[src/rtl/pc_offload_ctrl.sv]
// pc_offload_ctrl
//   Sequences the fetch PC register. It chooses the next PC (sequential,
//   branch redirect or hold) and drives the PC register hold input. It also
//   runs the CGRA offload handshake: freeze the PC, stream the kernel config
//   words, pulse start, wait for done, then resume fetch after the offload
//   instruction.
//
//   Optional feature macro: PC_OFFLOAD_TIMEOUT_EN
//     defined   -> a RUN-state watchdog (TIMEOUT_CYC cycles) forces RESUME and
//                  sets a sticky err_o
//     undefined -> RUN waits indefinitely for done and err_o is tied to 0
//
// Ports
//   clk_i            : clock; all state changes on the rising edge
//   start_i          : synchronous active-low reset; while low, outputs read 0
//   pc_i             : current PC from the PC register
//   branch_taken_i   : a resolved branch or jump is taken this cycle
//   branch_target_i  : redirect target
//   load_hazard_i    : load-use hazard, so hold the PC this cycle
//   cgra_req_i       : decode holds a CGRA offload instruction
//   cgra_cfg_len_i   : number of config words, sampled when the request is accepted
//   cgra_cfg_ready_i : the CGRA accepts the current config word
//   cgra_done_i      : the CGRA kernel has finished
//   pc_next_o        : next PC to the PC register
//   hazardpc_o       : 1 = the PC register holds its value
//   flush_o          : one-cycle bubble into IF/ID
//   cgra_cfg_valid_o : config word valid
//   cgra_cfg_idx_o   : index of the current config word
//   cgra_start_o     : one-cycle kernel start pulse
//   busy_o           : an offload is in progress (state is not IDLE)
//   err_o            : sticky watchdog error
module pc_offload_ctrl #(
  parameter int unsigned PC_STEP = 4,
  parameter int unsigned CFG_W   = 6
`ifdef PC_OFFLOAD_TIMEOUT_EN
  ,
  parameter int unsigned TIMEOUT_CYC = 1024
`endif
) (
  input  logic             clk_i,
  input  logic             start_i,
  input  logic [31:0]      pc_i,
  input  logic             branch_taken_i,
  input  logic [31:0]      branch_target_i,
  input  logic             load_hazard_i,
  input  logic             cgra_req_i,
  input  logic [CFG_W-1:0] cgra_cfg_len_i,
  input  logic             cgra_cfg_ready_i,
  input  logic             cgra_done_i,
  output logic [31:0]      pc_next_o,
  output logic             hazardpc_o,
  output logic             flush_o,
  output logic             cgra_cfg_valid_o,
  output logic [CFG_W-1:0] cgra_cfg_idx_o,
  output logic             cgra_start_o,
  output logic             busy_o,
  output logic             err_o
);

  typedef enum logic [1:0] {
    S_IDLE   = 2'd0,
    S_CFG    = 2'd1,
    S_RUN    = 2'd2,
    S_RESUME = 2'd3
  } state_t;

  state_t           state_q, state_d;
  logic [CFG_W-1:0] cnt_q, cnt_d;
  logic [CFG_W-1:0] len_q, len_d;
  // Set on entry to RUN. It marks the start-pulse cycle, in which done is ignored.
  logic             first_q, first_d;

`ifdef PC_OFFLOAD_TIMEOUT_EN
  localparam int unsigned WD_W = (TIMEOUT_CYC < 2) ? 1 : $clog2(TIMEOUT_CYC);
  logic [WD_W-1:0] wd_q, wd_d;
  logic            err_q, err_d;
`endif

  logic [31:0] pc_seq;
  assign pc_seq = pc_i + 32'(PC_STEP);

  always_comb begin
    state_d          = state_q;
    cnt_d            = cnt_q;
    len_d            = len_q;
    first_d          = 1'b0;
`ifdef PC_OFFLOAD_TIMEOUT_EN
    wd_d             = wd_q;
    err_d            = err_q;
`endif
    pc_next_o        = pc_i;
    hazardpc_o       = 1'b0;
    flush_o          = 1'b0;
    cgra_cfg_valid_o = 1'b0;
    cgra_cfg_idx_o   = cnt_q;
    cgra_start_o     = 1'b0;
    busy_o           = (state_q != S_IDLE);

    case (state_q)
      S_IDLE: begin
        if (branch_taken_i) begin
          pc_next_o = branch_target_i;
          flush_o   = 1'b1;
        end else if (load_hazard_i) begin
          hazardpc_o = 1'b1;
        end else if (cgra_req_i) begin
          hazardpc_o = 1'b1;
          flush_o    = 1'b1;
          len_d      = cgra_cfg_len_i;
          cnt_d      = '0;
`ifdef PC_OFFLOAD_TIMEOUT_EN
          wd_d       = '0;
`endif
          if (cgra_cfg_len_i != '0) begin
            state_d = S_CFG;
          end else begin
            state_d = S_RUN;
            first_d = 1'b1;
          end
        end else begin
          pc_next_o = pc_seq;
        end
      end
      S_CFG: begin
        hazardpc_o       = 1'b1;
        cgra_cfg_valid_o = 1'b1;
        if (cgra_cfg_ready_i) begin
          // Handing over the final word moves on to RUN.
          // cnt is not advanced past it.
          if (cnt_q + CFG_W'(1) == len_q) begin
            state_d = S_RUN;
            first_d = 1'b1;
          end else begin
            cnt_d = cnt_q + CFG_W'(1);
          end
        end
      end
      S_RUN: begin
        hazardpc_o   = 1'b1;
        cgra_start_o = first_q;
        if (cgra_done_i && !first_q) begin
          state_d = S_RESUME;
        end
`ifdef PC_OFFLOAD_TIMEOUT_EN
        else if (wd_q == WD_W'(TIMEOUT_CYC - 1)) begin
          state_d = S_RESUME;
          err_d   = 1'b1;
        end else begin
          wd_d = wd_q + WD_W'(1);
        end
`endif
      end
      default: begin  // S_RESUME: step past the offload instruction
        pc_next_o = pc_seq;
        state_d   = S_IDLE;
      end
    endcase

    if (!start_i) begin
      pc_next_o        = '0;
      hazardpc_o       = 1'b0;
      flush_o          = 1'b0;
      cgra_cfg_valid_o = 1'b0;
      cgra_cfg_idx_o   = '0;
      cgra_start_o     = 1'b0;
      busy_o           = 1'b0;
    end
  end

`ifdef PC_OFFLOAD_TIMEOUT_EN
  assign err_o = start_i & err_q;
`else
  assign err_o = 1'b0;
`endif

  always_ff @(posedge clk_i) begin
    if (!start_i) begin
      state_q <= S_IDLE;
      cnt_q   <= '0;
      len_q   <= '0;
      first_q <= 1'b0;
`ifdef PC_OFFLOAD_TIMEOUT_EN
      wd_q    <= '0;
      err_q   <= 1'b0;
`endif
    end else begin
      state_q <= state_d;
      cnt_q   <= cnt_d;
      len_q   <= len_d;
      first_q <= first_d;
`ifdef PC_OFFLOAD_TIMEOUT_EN
      wd_q    <= wd_d;
      err_q   <= err_d;
`endif
    end
  end

endmodule

[config.mk]
export PLATFORM = sky130hd
export DESIGN_NAME = pc_offload_ctrl
export DESIGN_NICKNAME = d
export VERILOG_FILES = /design/src/rtl/pc_offload_ctrl.sv
export SDC_FILE = /design/constraint.sdc
export NUM_CORES = 1
export LEC_CHECK = 0
export CAP_MARGIN = 5
export CELL_PAD_IN_SITES_DETAIL_PLACEMENT = 1
export CELL_PAD_IN_SITES_GLOBAL_PLACEMENT = 1
export CORE_MARGIN = 8
export CORE_UTILIZATION = 30
export DETAILED_ROUTE_END_ITERATION = 8
export PLACE_DENSITY_LB_ADDON = 0.1
export SLEW_MARGIN = 20
export SYNTH_ARGS = -nofsm -noshare
export SYNTH_HDL_FRONTEND = slang
export SYNTH_SLANG_ARGS = --single-unit
[constraint.sdc]
create_clock -name clk_i -period 2.69 [get_ports clk_i]
set_input_delay 0.4035 -clock clk_i [delete_from_list [all_inputs] [get_ports clk_i]]
set_output_delay 0.4035 -clock clk_i [all_outputs]
set_load 0.1 [all_outputs]
==> impl_metrics.tcl <==
set metrics [dict create \
    endpoint_kind "output pin" \
    fin_nets 697 \
    fillers 1020 \
    hold_viol_final 0 \
    max-slew-margin-rel_pct 67.1 \
    syn_avg_cell_area_um2 6.73 \
    synthArstFlopShare_pct 0 \
    pwr_density_cell_mw_per_mm2 659 \
    clkTransAtPathRegs_ns 0.06 \
    ys_types 54 \
    finish.utilization_pct 65.6 \
    ios 121 \
    netlist_instances 419 \
    grt_max_degree 32 \
    cts.sinks 15 \
    leakage_nw 2.35 \
    layout_setup_ws_ns -0.0414 \
    crit_chain "buf_8 -> ha_4 -> buf_4 -> and3_2 -> nand3_2 -> nor4_4 -> xor2_1 -> nand2_2 -> a221oi_4 -> buf_12" \
    ys_ff_latch 15 \
    slew_violations 0 \
    placed_cell_area_mm2 0.00565 \
    fin_total_pwr_mw 3.97 \
    setup_viol 3 \
    die_width_um 113 \
    clock.fmax_ghz 0.366 \
    tightest_slew_ns 0.491 \
    drive_above_1_share_pct 42.7 \
    dr_total_vias 4234 \
    start_kind "input port" \
    fin_skew_ns 0.000491 \
    die_h_um 113 \
    critPathBufInv 3 \
    start_util_pct 30.7 \
    grt_setup_unrepaired "true" \
    place_inst 704 \
    wl_um 16400 \
    finalNonFillerCells 724 \
    synth-simple-area-share_pct 32.6 \
    hold_slack_ns 0.515 \
    grt_use_total_pct 23.2 \
    peakVddDrop_mv 0.605 \
    cts_root_buf "clkbuf_8" \
    slowest_delay_ns 0.37 \
    grt_pass1_wl_um 24400 \
    synth_edf_count 0 \
    wl_per_cell_um 22.6 \
    overflow 0 \
    crit_fanout 4 \
    die_area_mm2 0.0128 \
    crit_family "simple AND/OR/NAND/NOR gates" \
    layout_common_cells "buf_4 (101), buf_12 (46), clkdlybuf4s50_1 (45), nand2_1 (42), nor2_1 (30)" \
    ff_latch_area_um2 303 \
    crit_arrival_ns 2.33 \
    ys_seq_area_share_pct 10.6 \
    final_cell_area_mm2 0.00604 \
    dp_hpwl_um 11400 \
    cp_slowest_cell "a221oi_4" \
    path_class "in -> out" \
    drc 0 \
    fin_tns_setup_ns -0.0711 \
    multi_input_comb_area_mm2 0.00305 \
    port_buffers 119 \
    synth_mux_area_share_pct 4.61 \
    synthesis.nets 502 \
    synthAdderAreaFrac_pct 2.66 \
    failed_checks "negative setup slack" \
    synth_top_family_by_area "simple AND/OR/NAND/NOR gates" \
    firstDrtPassIters 4 \
    hp-class "reg -> reg" \
    synth_ff_type "dfxtp_1" \
    fin_crit_sh_pct 102 \
    syn_area_mm2 0.00282 \
    htreeDepth 1 \
    yosys_warnings 0 \
    finalWeightedCongestion 0.937 \
    layout_commonest_cell "buf_4" \
    coreArea_mm2 0.00920 \
    outcome "complete, but fails checks" \
    rrSetupSlack_ns 0.35 \
    place_ws_ns -0.512 \
    cts_tree "built" \
    crit_required_ns 2.29 \
    grt_pass1_vias 4662 \
    drtIter0Drc 124 \
    synth_compound_area_share_pct 29.8 \
    num_antenna_cells 0 \
    cts_hold_repair.buffers 0 \
    clk_latency_ns 0.25 \
    synthXorXnorAreaFrac_pct 13.2 \
    max_cap_viol_count 0 \
    cts_buffers 3 \
    ant_nets 0 \
    antenna_found_initial 0 \
    vias_per_cell 5.85 \
    period_minus_slack_ns 2.73 \
    fp-row-count 35 \
    area_growth_pct 114 \
    cts_buffer_depth 2 \
]
-- logic make-up after synthesis --
logic type,Yosys count
compound gates,119
xor+xnor,41
fa+ha+maj,6
buf+inv,45
flops,15
mux,13
other cells,1
simple gates,179
-- report_power, final --
| group | leakage, nW | switching (mW) | internal [mW] |
|---|---|---|---|
| clock network | 0.0228 | 0.0782 | 0.105 |
| logic | 2.21 | 2.17 | 1.36 |
| registers | 0.122 | 0.0246 | 0.242 |
-- synth_stat cells, types with 3 or more instances --
| library cell | count | area (um^2) |
|---|---|---|
| a211oi_1 | 4 | 30.0 |
| a21o_1 | 4 | 30.0 |
| a21oi_1 | 26 | 130 |
| a221oi_1 | 33 | 289 |
| a31oi_1 | 6 | 37.5 |
| and2_1 | 13 | 81.3 |
| and3_1 | 10 | 62.6 |
| buf_2 | 3 | 15.0 |
| clkbuf_1 | 31 | 116 |
| dfxtp_1 | 15 | 300 |
| ha_1 | 6 | 75.1 |
| inv_1 | 8 | 30.0 |
| mux2i_1 | 13 | 130 |
| nand2_1 | 52 | 195 |
| nand2b_1 | 4 | 25.0 |
| nand3_1 | 9 | 45.0 |
| nand4_1 | 15 | 93.8 |
| nor2_1 | 38 | 143 |
| nor3_1 | 11 | 55.1 |
| nor3b_1 | 4 | 30.0 |
| nor4_1 | 6 | 37.5 |
| o21ai_0 | 28 | 140 |
| o21ai_1 | 3 | 15.0 |
| or3_1 | 3 | 18.8 |
| xnor2_1 | 21 | 184 |
| xor2_1 | 19 | 166 |
-- state kept, by name (all words and copies together), names as in the netlist --
signal,flops
state_q,2
first_q,1
cnt_q,6
len_q,6
-- worst register-to-register path, stage by stage (launching register included) --
cell and delay [ns]:
dfxtp_1 0.45, ha_1 0.28, xnor2_1 0.16, xnor2_1 0.08
or4_4 0.57, o211ai_4 0.32, nor3b_1 0.10, a211o_1 0.27
-- what timing repair did --
| action | 4_1_cts | 5_1_grt |
|---|---|---|
| gates resized for setup | 70 | 69 |
| setup buffers | 6 | 8 |
| endpoints found under the setup margin | 28 | 29 |
| pin swaps | 32 | 32 |
| cloned | 1 | 1 |
-- layer usage --
| layer | global-route usage [%] | wire (um) |
|---|---|---|
| met1 | 26.8 | 6620 |
| met2 | 41.6 | 8230 |
| met3 | 4.90 | 1000 |
| met4 | 7.82 | 526 |
| met5 | 0 | 0 |
-- layout make-up --
| class | instances | area share, % |
|---|---|---|
| multi-input cells | 359 | 50.6 |
| clock buffers | 4 | 0.746 |
| well taps | 111 | 2.30 |
| flip-flops and latches | 15 | 5.02 |
| repair buffers | 226 | 40.7 |
| inverters | 9 | 0.622 |
-- final timing paths --
check | start | to | depth (start not counted)
worst max-delay path | pc_i[3] | pc_next_o[16] | 10
worst min-delay path | state_q[0] | state_q[0] | 2
worst max register to register | cnt_q[0] | cnt_q[2] | 7
worst min register to register | state_q[0] | state_q[0] | 2
Power figures use the tool's default switching activity.
==> RTL change 1 (same settings) <==
`CFG_W`: 6 -> 3.
--- a/src/rtl/pc_offload_ctrl.sv
+++ b/src/rtl/pc_offload_ctrl.sv
@@ -31,7 +31,7 @@
 //   err_o            : sticky watchdog error
 module pc_offload_ctrl #(
   parameter int unsigned PC_STEP = 4,
-  parameter int unsigned CFG_W   = 6
+  parameter int unsigned CFG_W   = 3
 `ifdef PC_OFFLOAD_TIMEOUT_EN
   ,
   parameter int unsigned TIMEOUT_CYC = 1024
Interface: changed (resized cgra_cfg_idx_o and cgra_cfg_len_i); port bits go from 121 to 115. No check against the original RTL was run, so the function may have changed too.
==> RTL change 1 against the original RTL <==
- the run still ends with setup timing left
- total power increased by 22%
- routed wire length increased by 9.8%
- cell area decreased by 1.1%
- count of clock-buffer cells in the layout unchanged
- synthesized area decreased by 5.4%
- first-iteration DRC count increased by 76%
- setup slack got worse by 120 ps
- sequential cell count decreased by 6
==> RTL change 1: results (changes against the original RTL) <==
status:
  status: "finished with violations"
  violations: "setup timing"
global_routing:
  met1_usage_pct: 28.0  # +1.2 points
  grt_util_met2_pct: 45.7  # +4.1 points
  grt_max_degree: 25  # -22%
  grt_pass1_wl_mm: 24.5  # +0.42%
  grt_pass1_vias: 4691  # +0.62%
placed_design:
  dp_hpwl_mm: 11.2  # -1.5%
  io_buffers: 113  # -5.0%
  gp_congestion: 0.875  # -6.6%
  placed_cells: 670  # -4.8%
drt:
  wirelength_mm: 18.0  # +9.8%
setup_path:
  worstSetupEndpoint: "pc_next_o[21]"
  crit_arrival_ps: 2450  # +120 ps
  slowest_delay_ps: 560  # +190 ps
  r2r_setup_slack_ps: 690  # +340 ps
  crit_slowest_cell: "or4_4"
  crit_fanout: 3  # -1
final_layout:
  nFillCells: 945  # -7.4%
  drive_above_1_share_pct: 48.2  # +5.4 points
  top_regs: "cnt_q (3), len_q (3), state_q (2)"
  layout.nets: 683  # -2.0%
  final_cell_count_no_fill: 710  # -1.9%
logic_synthesis:
  ys_top_cells_by_count: "33 x nand2_1, 32 x nor2_1, 29 x a21oi_1"
  ys_seq_area_share_pct: 6.75  # -3.9 points
  synth.area.top_cells: "a221oi_1 8.9%, dfxtp_1 6.8%, a21oi_1 5.4%"
  synth_area_per_cell_um2: 6.72  # -0.12%
  yosysUniqueCellTypes: 68  # +26%
timing:
  final.setup_skew_ps: 2.04  # +1.55 ps
  max_slew.worst_pin.slew_ps: 504  # +12.9 ps
  setup_viol: 14  # +11
  fin_ws_ps: -160  # -118 ps
cts:
  clk_latency_ps: 230  # -20 ps
  path_clk_slew_ps: 40  # -20 ps
min_path:
  worstHoldStart: "state_q[1]"
power:
  leakagePower_nw: 2.38  # +1.3%
  vdd_ir_drop_max_v: 0.000573  # -5.4%
[RTL change 1: worst min-delay path, delay by kind of cell (launching register included)]
kind	cells	cell delay (ps)
flip-flops	1	330
AO/OA/AOI/OAI	1	80
AND/OR/NAND/NOR	1	90
[RTL change 1: kinds of logic after synthesis]
group,share of synthesized area (%)
adders and majority gates,2.81
DFF,6.75
xor gates and xnor gates,9.75
and+or+nand+nor,33.0
muxes,2.25
buffers and inverters,11.0
AOI/OAI and AO/OA,34.4
other,0.141
[RTL change 1: repair_timing]
item                                    CTS  global route
cloned                                    1             0
pin swaps                                33            34
resized for setup                       112            56
setup buffers                            19            18
endpoints found under the setup margin   32            26
[RTL change 1: worst min-delay path by stage]
stage / end / slack (ps) / cells past startpoint
after floorplan: len_q[2] / 460 / 2
after global placement: len_q[2] / 500 / 2
after detailed placement: len_q[2] / 510 / 2
after CTS: state_q[1] / 510 / 2
after global routing: state_q[1] / 560 / 2
final: state_q[1] / 550 / 2
[RTL change 1: metal layers]
metal,share of wire [%],vias to the layer above
met1,37,2130
met2,51,220
li1,-,1912
met5,0,-
met3,6.8,72
met4,4.6,0
[RTL change 1: cell type report]
type | instances | share of cell area, %
clock buffer | 4 | 0.755
inverter | 15 | 0.943
multi-input combinational | 329 | 49.2
sequential | 9 | 3.06
tap | 108 | 2.26
timing repair buffer | 245 | 43.8
[RTL change 1: where the power goes]
| group | internal [mW] | total [mW] | switching [mW] |
|---|---|---|---|
| sequential | 0.157 | 0.179 | 0.0224 |
| combinational | 1.65 | 4.50 | 2.85 |
| clock | 0.103 | 0.157 | 0.0534 |
| total | 1.91 | 4.84 | 2.92 |
[RTL change 1: per-stage QoR]
stage | area, um^2 | worst slack [ps] | TNS [ps]
global route | 5970 | -178 | -1980
global placement | 5330 | -443 | -8540
CTS | 5700 | -82.1 | -149
floorplan | 3190 | -277 | -1810
finish | 5970 | -160 | -888
detailed placement | 5330 | -568 | -10930
==> RTL change 2 (same settings) <==
Without the edit above. The 4 states of `state_t` get a Gray code encoding in 2 bits.
--- a/src/rtl/pc_offload_ctrl.sv
+++ b/src/rtl/pc_offload_ctrl.sv
@@ -58,10 +58,10 @@
 );
 
   typedef enum logic [1:0] {
-    S_IDLE   = 2'd0,
-    S_CFG    = 2'd1,
-    S_RUN    = 2'd2,
-    S_RESUME = 2'd3
+    S_IDLE   = 2'b00,
+    S_CFG    = 2'b01,
+    S_RUN    = 2'b11,
+    S_RESUME = 2'b10
   } state_t;
 
   state_t           state_q, state_d;
Function: same outputs for any inputs over 10 cycles, from zero or initial values; not proved beyond that.
==> RTL change 2 against the original RTL <==
- utilization fell by 0.59 points
- sequential cell count did not move
- routed wire length fell by 3.8%
- cell area fell by 11%
- synthesized area fell by 9.2%
- setup slack improved by 60 ps
- critical path type unchanged
- highest routed layer unchanged
Power is not compared: it rests on default switching activity, and its combinational part moved more than twofold at a synthesized area within 25%.
==> RTL change 2: results (changes against the original RTL) <==
logic_synthesis:
  synth.area.top_cells: "dfxtp_1 12%, nand2_1 6.3%, o21ai_0 6.1%"
  ys_seq_area_share_pct: 11.7  # +1.1 points
  yosysUniqueCellTypes: 62  # +15%
global_routing:
  grt_pass1_vias: 4510  # -3.3%
  grt.total_usage_pct: 25.1  # +1.9 points
  grt_pass1_wl_mm: 23.9  # -2.2%
  antenna_found_initial: 1  # +1
timing:
  slew_headroom_pct: 58.7  # -8.4 points
  final.setup_skew_ps: 1.56  # +1.07 ps
setup_path:
  r2r-end: "cnt_q[4]"
  reg2reg_depth: 6  # -1
  slowest_delay_ps: 330  # -40 ps
  crit_slowest_cell: "or2_2"
  cp_top_family: "buffers and inverters"
drt:
  wirelength_mm: 15.8  # -3.8%
  dr_total_vias: 4216  # -0.43%
  drt_iter0_drc: 265  # +110%
placed_design:
  gp_congestion: 0.922  # -1.6%
  dp_hpwl_mm: 12.0  # +4.8%
min_path:
  worstHoldStart: "len_q[0]"
  hold_path_end: "len_q[0]"
final_layout:
  nFillCells: 968  # -5.1%
  final_util_pct: 65.0  # -0.59 points
  drive_above_1_share_pct: 38.9  # -3.9 points
status:
  status: "complete, no violations"
[RTL change 2: cell types whose count changed after synthesis, sizes merged, moves of 11 or more]
cell,change
clkbuf,-14
o221ai,+13
xnor2,-11
xor2,-12
nand3,+18
a221oi,-32
[RTL change 2: how the worst max path moves through the flow]
stage | startpoint | endpoint | slack [ps] | cells after the start
after detailed placement | pc_i[9] | pc_next_o[30] | -510 | 9
after floorplan | cgra_req_i | pc_next_o[26] | -340 | 5
final | cgra_req_i | pc_next_o[15] | 20 | 9
after global routing | cgra_req_i | pc_next_o[15] | -10 | 9
after global placement | pc_i[9] | pc_next_o[30] | -450 | 9
after CTS | pc_i[28] | pc_next_o[30] | -60 | 8
[RTL change 2: cells by family (layout without fill, tap and decap cells)]
kind of cell             Yosys count  after routing  share of synthesized area, %
AO/OA/AOI/OAI                    122            122                          31.4
XOR/XNOR                          17             17                          5.81
adder cells (fa/ha/maj)            2              2                         0.977
buffers and inverters             38            232                          7.47
flip-flops                        15             15                          11.7
multiplexers                       7              7                          2.83
other                              1              2                         0.146
AND/OR/NAND/NOR                  193            193                          39.6
[RTL change 2: final cells by class]
class	count	area share, %
Tap cell	105	2.45
Antenna cell	1	0.0466
Inverter	13	0.908
Clock buffer	3	0.769
Sequential cell	15	5.59
Timing Repair Buffer	215	43.6
Multi-Input combinational cell	342	46.5
Clock inverter	1	0.140
[RTL change 2: per-stage QoR]
step	hold WS, ps	std cells	setup slack (ps)
after global routing	494	695	-12.3
after detailed placement	467	683	-508
after global placement	461	683	-448
after floorplan	448	395	-339
final	473	695	18.3
after CTS	478	691	-59.2
[RTL change 2: repair_timing]
item	in CTS	in global routing
gates cloned	0	0
pin swaps	11	19
setup endpoints to repair	24	14
buffers inserted	4	3
resized for setup	58	52
[RTL change 2: layer usage]
metal  global-route usage [%]  vias to the layer above  wire length, um
li1                         -                     1876                -
met1                     28.6                     2073             6070
met2                     45.9                      214             8070
met3                     4.28                       53             1090
met4                     8.90                        0              525
met5                        0                        -                0
[RTL change 2: power breakdown]
group / leakage (nW) / internal [mW] / switching [mW]
combinational: 2.01 / 0.470 / 0.727
clock: 0.0217 / 0.104 / 0.0895
sequential: 0.121 / 0.228 / 0.00464
[RTL change 2: worst min-delay path: cells and delay by family (launching register included)]
| family | cells | cell delay [ps] |
|---|---|---|
| flip-flops | 1 | 320 |
| AND/OR/NAND/NOR | 1 | 60 |
| AO/OA/AOI/OAI | 1 | 60 |
